### config.mk
export PLATFORM = sky130hd
export DESIGN_NAME = lsu_align_unit
export DESIGN_NICKNAME = d
export VERILOG_FILES = /design/src/rtl/lsu_align_unit.sv
export SDC_FILE = /design/constraint.sdc
export NUM_CORES = 1
export LEC_CHECK = 0
export BUFFER_PORTS_ARGS = -buffer_cell sky130_fd_sc_hd__buf_4
export CAP_MARGIN = 20
export CORE_AREA = 2 2 161 179
export CTS_CLUSTER_DIAMETER = 30
export DETAILED_ROUTE_END_ITERATION = 6
export DIE_AREA = 0 0 163 181
export HOLD_SLACK_MARGIN = 0.06
export SYNTH_ARGS = -nofsm -noshare
export SYNTH_HDL_FRONTEND = slang
export SYNTH_SLANG_ARGS = --single-unit
### constraint.sdc
create_clock -name clk -period 5 [get_ports clk]
set_input_delay 1 -clock clk [delete_from_list [all_inputs] [get_ports clk]]
set_output_delay 1 -clock clk [all_outputs]
set_load 0.01 [all_outputs]
### src/rtl/lsu_align_unit.sv
// lsu_align_unit: splits byte/half/word loads and stores into word-aligned memory
// transactions with byte enables, and extracts and extends the load data.
module lsu_align_unit #(
    parameter int XLEN = 32,
    parameter int ALEN = 32
) (
    input  logic            clk,
    input  logic            rst,
    input  logic            req_valid,
    input  logic            req_write,
    input  logic [2:0]      req_funct3,
    input  logic [ALEN-1:0] req_addr,
    input  logic [XLEN-1:0] req_wdata,
    output logic            req_ready,
    output logic            rsp_valid,
    output logic [XLEN-1:0] rsp_rdata,
    output logic            misaligned,
    output logic            mem_write,
    output logic [3:0]      mem_be,
    output logic [2:0]      mem_funct3,
    output logic [ALEN-1:0] mem_addr,
    output logic [XLEN-1:0] mem_wdata,
    input  logic [XLEN-1:0] mem_rdata
);
    typedef enum logic [2:0] {IDLE, ST_HI, LD_WAIT, LD_HI, LD_HI_WAIT} state_t;

    state_t            state_q, state_d;
    logic [2:0]        funct3_q, funct3_d;
    logic [1:0]        off_q, off_d;
    logic [7:0]        be64_q, be64_d;
    logic [2*XLEN-1:0] wd64_q, wd64_d;
    logic [ALEN-1:0]   a_q, a_d;
    logic [XLEN-1:0]   lo_buf_q, lo_buf_d;
    logic [XLEN-1:0]   rsp_rdata_q, rsp_rdata_d;

    logic [3:0]        mask_in;
    logic [7:0]        be64_in;
    logic [2*XLEN-1:0] wd64_in;
    logic [ALEN-1:0]   a_in;
    logic              split_in;
    logic [XLEN-1:0]   ext;

    function automatic logic [XLEN-1:0] extract(input logic [2:0] f3, input logic [1:0] off,
                                                input logic [2*XLEN-1:0] w);
        logic [2*XLEN-1:0] s;
        s = w >> {off, 3'b000};
        return f3 == 3'b000 ? {{(XLEN-8){s[7]}}, s[7:0]} :
               f3 == 3'b001 ? {{(XLEN-16){s[15]}}, s[15:0]} :
               f3 == 3'b100 ? {{(XLEN-8){1'b0}}, s[7:0]} :
               f3 == 3'b101 ? {{(XLEN-16){1'b0}}, s[15:0]} : s[XLEN-1:0];
    endfunction

    // funct3[1:0] alone selects the size: 00 byte, 01 half, anything else a full word
    assign mask_in    = req_funct3[1:0] == 2'b00 ? 4'b0001 :
                        req_funct3[1:0] == 2'b01 ? 4'b0011 : 4'b1111;
    assign be64_in    = {4'b0000, mask_in} << req_addr[1:0];
    assign wd64_in    = {{XLEN{1'b0}}, req_wdata} << {req_addr[1:0], 3'b000};
    assign a_in       = {req_addr[ALEN-1:2], 2'b00};
    assign split_in   = |be64_in[7:4];
    assign mem_funct3 = 3'b010;
    assign rsp_rdata  = rsp_valid ? ext : rsp_rdata_q;

    always_comb begin
        state_d     = state_q;
        funct3_d    = funct3_q;
        off_d       = off_q;
        be64_d      = be64_q;
        wd64_d      = wd64_q;
        a_d         = a_q;
        lo_buf_d    = lo_buf_q;
        req_ready   = 1'b0;
        rsp_valid   = 1'b0;
        misaligned  = 1'b0;
        mem_write   = 1'b0;
        mem_be      = 4'b0000;
        mem_addr    = '0;
        mem_wdata   = '0;
        ext         = '0;
        case (state_q)
            IDLE: begin
                // rst gates the combinational accept path so outputs drop during reset
                if (req_valid && !rst) begin
                    funct3_d   = req_funct3;
                    off_d      = req_addr[1:0];
                    be64_d     = be64_in;
                    wd64_d     = wd64_in;
                    a_d        = a_in;
                    mem_write  = req_write;
                    mem_addr   = a_in;
                    mem_be     = req_write ? be64_in[3:0] : 4'b0000;
                    mem_wdata  = req_write ? wd64_in[XLEN-1:0] : '0;
                    misaligned = split_in;
                    req_ready  = req_write && !split_in;
                    state_d    = req_write ? (split_in ? ST_HI : IDLE) : (split_in ? LD_HI : LD_WAIT);
                end
            end
            ST_HI: begin
                mem_write = 1'b1;
                mem_be    = be64_q[7:4];
                mem_wdata = wd64_q[2*XLEN-1:XLEN];
                mem_addr  = a_q + ALEN'(4);
                req_ready = 1'b1;
                state_d   = IDLE;
            end
            LD_WAIT: begin
                rsp_valid = 1'b1;
                req_ready = 1'b1;
                ext       = extract(funct3_q, off_q, {{XLEN{1'b0}}, mem_rdata});
                state_d   = IDLE;
            end
            LD_HI: begin
                lo_buf_d = mem_rdata;
                mem_addr = a_q + ALEN'(4);
                state_d  = LD_HI_WAIT;
            end
            LD_HI_WAIT: begin
                rsp_valid = 1'b1;
                req_ready = 1'b1;
                ext       = extract(funct3_q, off_q, {mem_rdata, lo_buf_q});
                state_d   = IDLE;
            end
            default: state_d = IDLE;
        endcase
        rsp_rdata_d = rsp_rdata;
    end

    always_ff @(posedge clk or posedge rst) begin
        if (rst) begin
            state_q     <= IDLE;
            funct3_q    <= '0;
            off_q       <= '0;
            be64_q      <= '0;
            wd64_q      <= '0;
            a_q         <= '0;
            lo_buf_q    <= '0;
            rsp_rdata_q <= '0;
        end else begin
            state_q     <= state_d;
            funct3_q    <= funct3_d;
            off_q       <= off_d;
            be64_q      <= be64_d;
            wd64_q      <= wd64_d;
            a_q         <= a_d;
            lo_buf_q    <= lo_buf_d;
            rsp_rdata_q <= rsp_rdata_d;
        end
    end
endmodule

==> PnR_summary.wiki <==
{| class="wikitable"
! Metric !! Value
|-
| Layout-stage area growth over the synthesis result || 29.0%
|-
| CP startpoint || state_q[2]
|-
| Final clock period utilization by the worst path || 83.0%
|-
| Reg2Reg Capture Point || rsp_rdata_q[10]
|-
| Remaining DRCs || 0
|-
| Endpoint kind of the worst setup timing path || output port
|-
| Port-buffer cells || 204
|-
| Global-route wire length before repair || 43.5 mm
|-
| Antenna diodes || 0
|-
| CP Launch Type || register
|-
| Maximum number of pins on one net before global-route repair || 68
|-
| Unrepaired setup endpoints after global routing || no
|-
| Fraction of final layout cells with drive strength greater than 1 || 27.7%
|-
| Clock Sink Count || 129
|-
| Largest fanout on the critical path || 11
|-
| Hold WS || 0.465 ns
|-
| Synthesized flop and latch total || 129
|-
| Iteration-0 DRC Markers || 526
|-
| Number of synthesized flops with an enable pin || 0
|-
| Stages on worst setup path || 7
|-
| Basic-gate share of the synthesized area counting and, or, nand and nor cells || 18.9%
|-
| Vias || 7910
|-
| Number of vias per cell after detailed routing || 5.29
|-
| Leakage dissipation || 4.84 nW
|-
| Post-DRT Antenna Nets || 0
|-
| Mean area per synthesized cell || 8.63 µm²
|-
| Crit-path max cell delay || 0.82 ns
|-
| CTS tree || built
|-
| Required time of the worst setup path || 4.00 ns
|-
| Hold violation count in the final report || 0
|-
| Number of CTS-inserted buffers || 17
|-
| GPL Wtd Cong || 0.847
|-
| Fraction of registers with async set or reset after synthesis || 100%
|-
| Die Area || 29500 µm²
|-
| Buf/Inv on CP || 2
|-
| Number of warnings issued by yosys || 0
|-
| Cell family with most CP delay || simple AND/OR/NAND/NOR gates
|-
| Starting density of the core || 29.7%
|-
| Cells along the critical path || buf_4 -> nor2_1 -> and3_2 -> nand3_1 -> nor2_1 -> a22o_1 -> buf_4
|-
| Final non-filler cell total || 1496
|-
| Final HPWL from detailed placement || 20.0 mm
|-
| Mux cell area share after synthesis || 16.2%
|-
| Count of pins over their slew limit || 0
|-
| Number of global-route vias before repair || 7859
|-
| Result of the run || complete, no violations
|-
| Die W || 163 µm
|-
| Maximum level of the CTS H-tree || 4
|-
| Count of distinct cell types in the synthesized netlist || 58
|-
| Main area contributors after synthesis || dfrtp_1 39%, nand2_1 9.4%, mux2i_1 8.8%
|-
| Reg2reg setup slack || 2.41 ns
|-
| Initial antenna violation count || 0
|-
| Routed Wire Length || 27.8 mm
|-
| Worst EP arrival || 3.15 ns
|-
| Register clock-pin slew on the reported worst setup and hold paths || 0.06 ns
|-
| Most used flip-flop cell after synthesis || dfrtp_1
|-
| Area inside the core boundary || 27600 µm²
|-
| Register area share after synthesis || 39.3%
|-
| Number of nets in the layout || 1225
|-
| Number of primary I/O pins || 210
|-
| Count of fill cells added during filler insertion || 2889
|-
| Critical path destination || mem_wdata[7]
|-
| Cell type with the highest aggregate area in the netlist || dfrtp_1
|-
| Compound-gate portion of the synthesized area || 17.8%
|-
| Adder and majority cell fraction of the synthesized area || 0.152%
|-
| Area of all placed cells without fillers || 10600 µm²
|-
| Slowest-stage cell, CP || nor2_1
|-
| Final period demand of the worst path || 4.15 ns
|-
| Xor and xnor area share after synthesis || 3.09%
|-
| Crit Path Class || reg2out
|-
| Number of placement rows || 64
|-
| Clock latency at the later pin of the worst-skew pair || 0.42 ns
|-
| Yosys top cell area share || 39.3%
|-
| Max-cap viol count || 0
|-
| Cells after Synth || 951
|-
| Number of buffers on the longest clock path || 2
|-
| Slew of the pin with the lowest slew margin || 0.918 ns
|-
| Power density normalized to cell area || 367 nW/µm²
|-
| Hold Buf Count CTS || 0
|-
| Largest voltage drop on the vdd net || 0.173 mV
|-
| Total routing resource utilization after global routing || 18.8%
|-
| Total instance count after detailed placement || 1464
|-
| Final worst clock skew || 0.0154 ns
|-
| Cell depth of the worst flop-to-flop path || 6
|-
| Remaining global-route overflow || 0
|-
| Setup tns final || 0 ns
|-
| Number of setup violations in the final report || 0
|-
| Crit Reg-Reg Startpoint || off_q[0]
|-
| Routed WL per cell || 18.6 µm
|-
| Top achievable clock speed || 241 MHz
|-
| Vertical die dimension || 181 µm
|-
| First-pass DRT Iterations || 5
|-
| Buffers inserted by post-CTS timing repair || 0
|-
| Normalized max-slew margin || 38.5%
|-
| CTS root buf || clkbuf_16
|-
| Syn Std Cell Area || 8210 µm²
|-
| Tightest Hold Check Type || reg2reg
|-
| Placed cell area || 10000 µm²
|-
| Number of gates given a new drive strength after cts || 0
|-
| Dominant combinational cell family by area after synthesis || simple AND/OR/NAND/NOR gates
|}
-- power breakdown --
group,switching [mW],internal [mW]
registers,0.177,1.27
clock network,0.505,0.711
logic,0.660,0.571
-- worst register-to-register path, stage by stage, from the launching register on --
cell and delay [ns]:
dfrtp_2 0.56, buf_4 0.72, nor2b_1 0.38, o2bb2ai_1 0.22, a32oi_1 0.30, nor2_1 0.08
o22a_1 0.21
-- worst min-delay path by stage --
stage                     startpoint         end  cells after the start
after global routing       be64_q[6]   be64_q[6]                      2
final                      be64_q[6]   be64_q[6]                      2
after detailed placement  wd64_q[55]  wd64_q[55]                      2
after CTS                  be64_q[6]   be64_q[6]                      2
after floorplan            be64_q[6]   be64_q[6]                      2
after global placement    wd64_q[54]  wd64_q[54]                      2
-- placed cells by master (no fill, tap or decap), types with 3 or more instances in the layout --
cell type	netlist	routed
a22oi_1	4	4
and3_1	5	4
conb_1	2	5
buf_4	6	218
dfrtp_1	129	128
nor2b_1	3	3
xor2_1	22	22
inv_1	7	6
a21oi_1	32	32
nand3_1	33	32
mux2i_1	72	72
nor3_1	8	7
o21ai_0	33	33
clkinvlp_4	0	5
o22a_1	14	14
inv_2	3	3
o2bb2ai_1	14	14
nand4_1	10	10
o32a_1	7	7
a22o_1	8	8
o22ai_1	38	38
a211oi_1	17	17
o21ai_1	18	18
a21o_1	6	6
nor2_1	83	83
a32oi_1	7	7
clkbuf_16	0	17
nand2_1	205	204
mux2_2	50	50
xnor2_1	7	7
and2_1	11	11
-- cell usage after synthesis (8+ instances only) --
| cell | number |
|---|---|
| clkbuf_1 | 42 |
| o21ai_0 | 33 |
| o21ai_1 | 18 |
| nand4_1 | 10 |
| a21oi_1 | 32 |
| a211oi_1 | 17 |
| mux2i_1 | 72 |
| o2bb2ai_1 | 14 |
| dfrtp_1 | 129 |
| buf_1 | 8 |
| and2_1 | 11 |
| o22a_1 | 14 |
| xor2_1 | 22 |
| buf_2 | 13 |
| mux2_2 | 50 |
| nor3_1 | 8 |
| nand2_1 | 205 |
| a22o_1 | 8 |
| o22ai_1 | 38 |
| nand3_1 | 33 |
| nor2_1 | 83 |
-- metrics by stage --
| step | worst slack, ns | total power [mW] | utilization (%) |
|---|---|---|---|
| final | 0.850 | 3.89 | 38.3 |
| after floorplan | 0.559 | 2.20 | - |
| after detailed placement | 0.914 | 2.70 | 36.3 |
| after global routing | 0.715 | 4.12 | 38.3 |
| after global placement | 1.00 | 2.68 | 36.3 |
| after CTS | 0.856 | 3.93 | 38.3 |
-- flip-flops by register name (all words and copies together) (netlist names) --
register and count:
lo_buf_q 32, state_q 3, funct3_q 3, rsp_rdata_q 32, a_q 30, wd64_q 24
be64_q 3, off_q 2
-- kinds of logic (layout without fill, tap and decap cells) --
kind of cell / count (synthesis) / in the layout
flops: 129 / 129
xor+xnor: 29 / 29
fa+ha+maj: 1 / 1
other cells: 2 / 5
mux: 125 / 125
compound gates: 215 / 215
buf+inv: 82 / 261
simple gates: 368 / 368
-- layout make-up --
type	instances	area, µm²	area share, %
Clock buffer	20	457	4.31
Inverter	11	43.8	0.414
Multi-Input combinational cell	743	4640	43.8
Sequential cell	129	3230	30.5
Tap cell	363	454	4.29
Timing Repair Buffer	219	1660	15.6
Clock inverter	11	108	1.02
-- routing by layer --
metal	routed length [µm]	global-route usage, %	up-vias	part of all wire [%]
met3	1560	3.93	38	5.6
met2	13300	30.6	260	48
met1	12300	24.7	3895	44
met4	679	6.23	0	2.4
li1	-	-	3717	-
met5	0	0	-	0
Power figures use the tool's default switching activity.
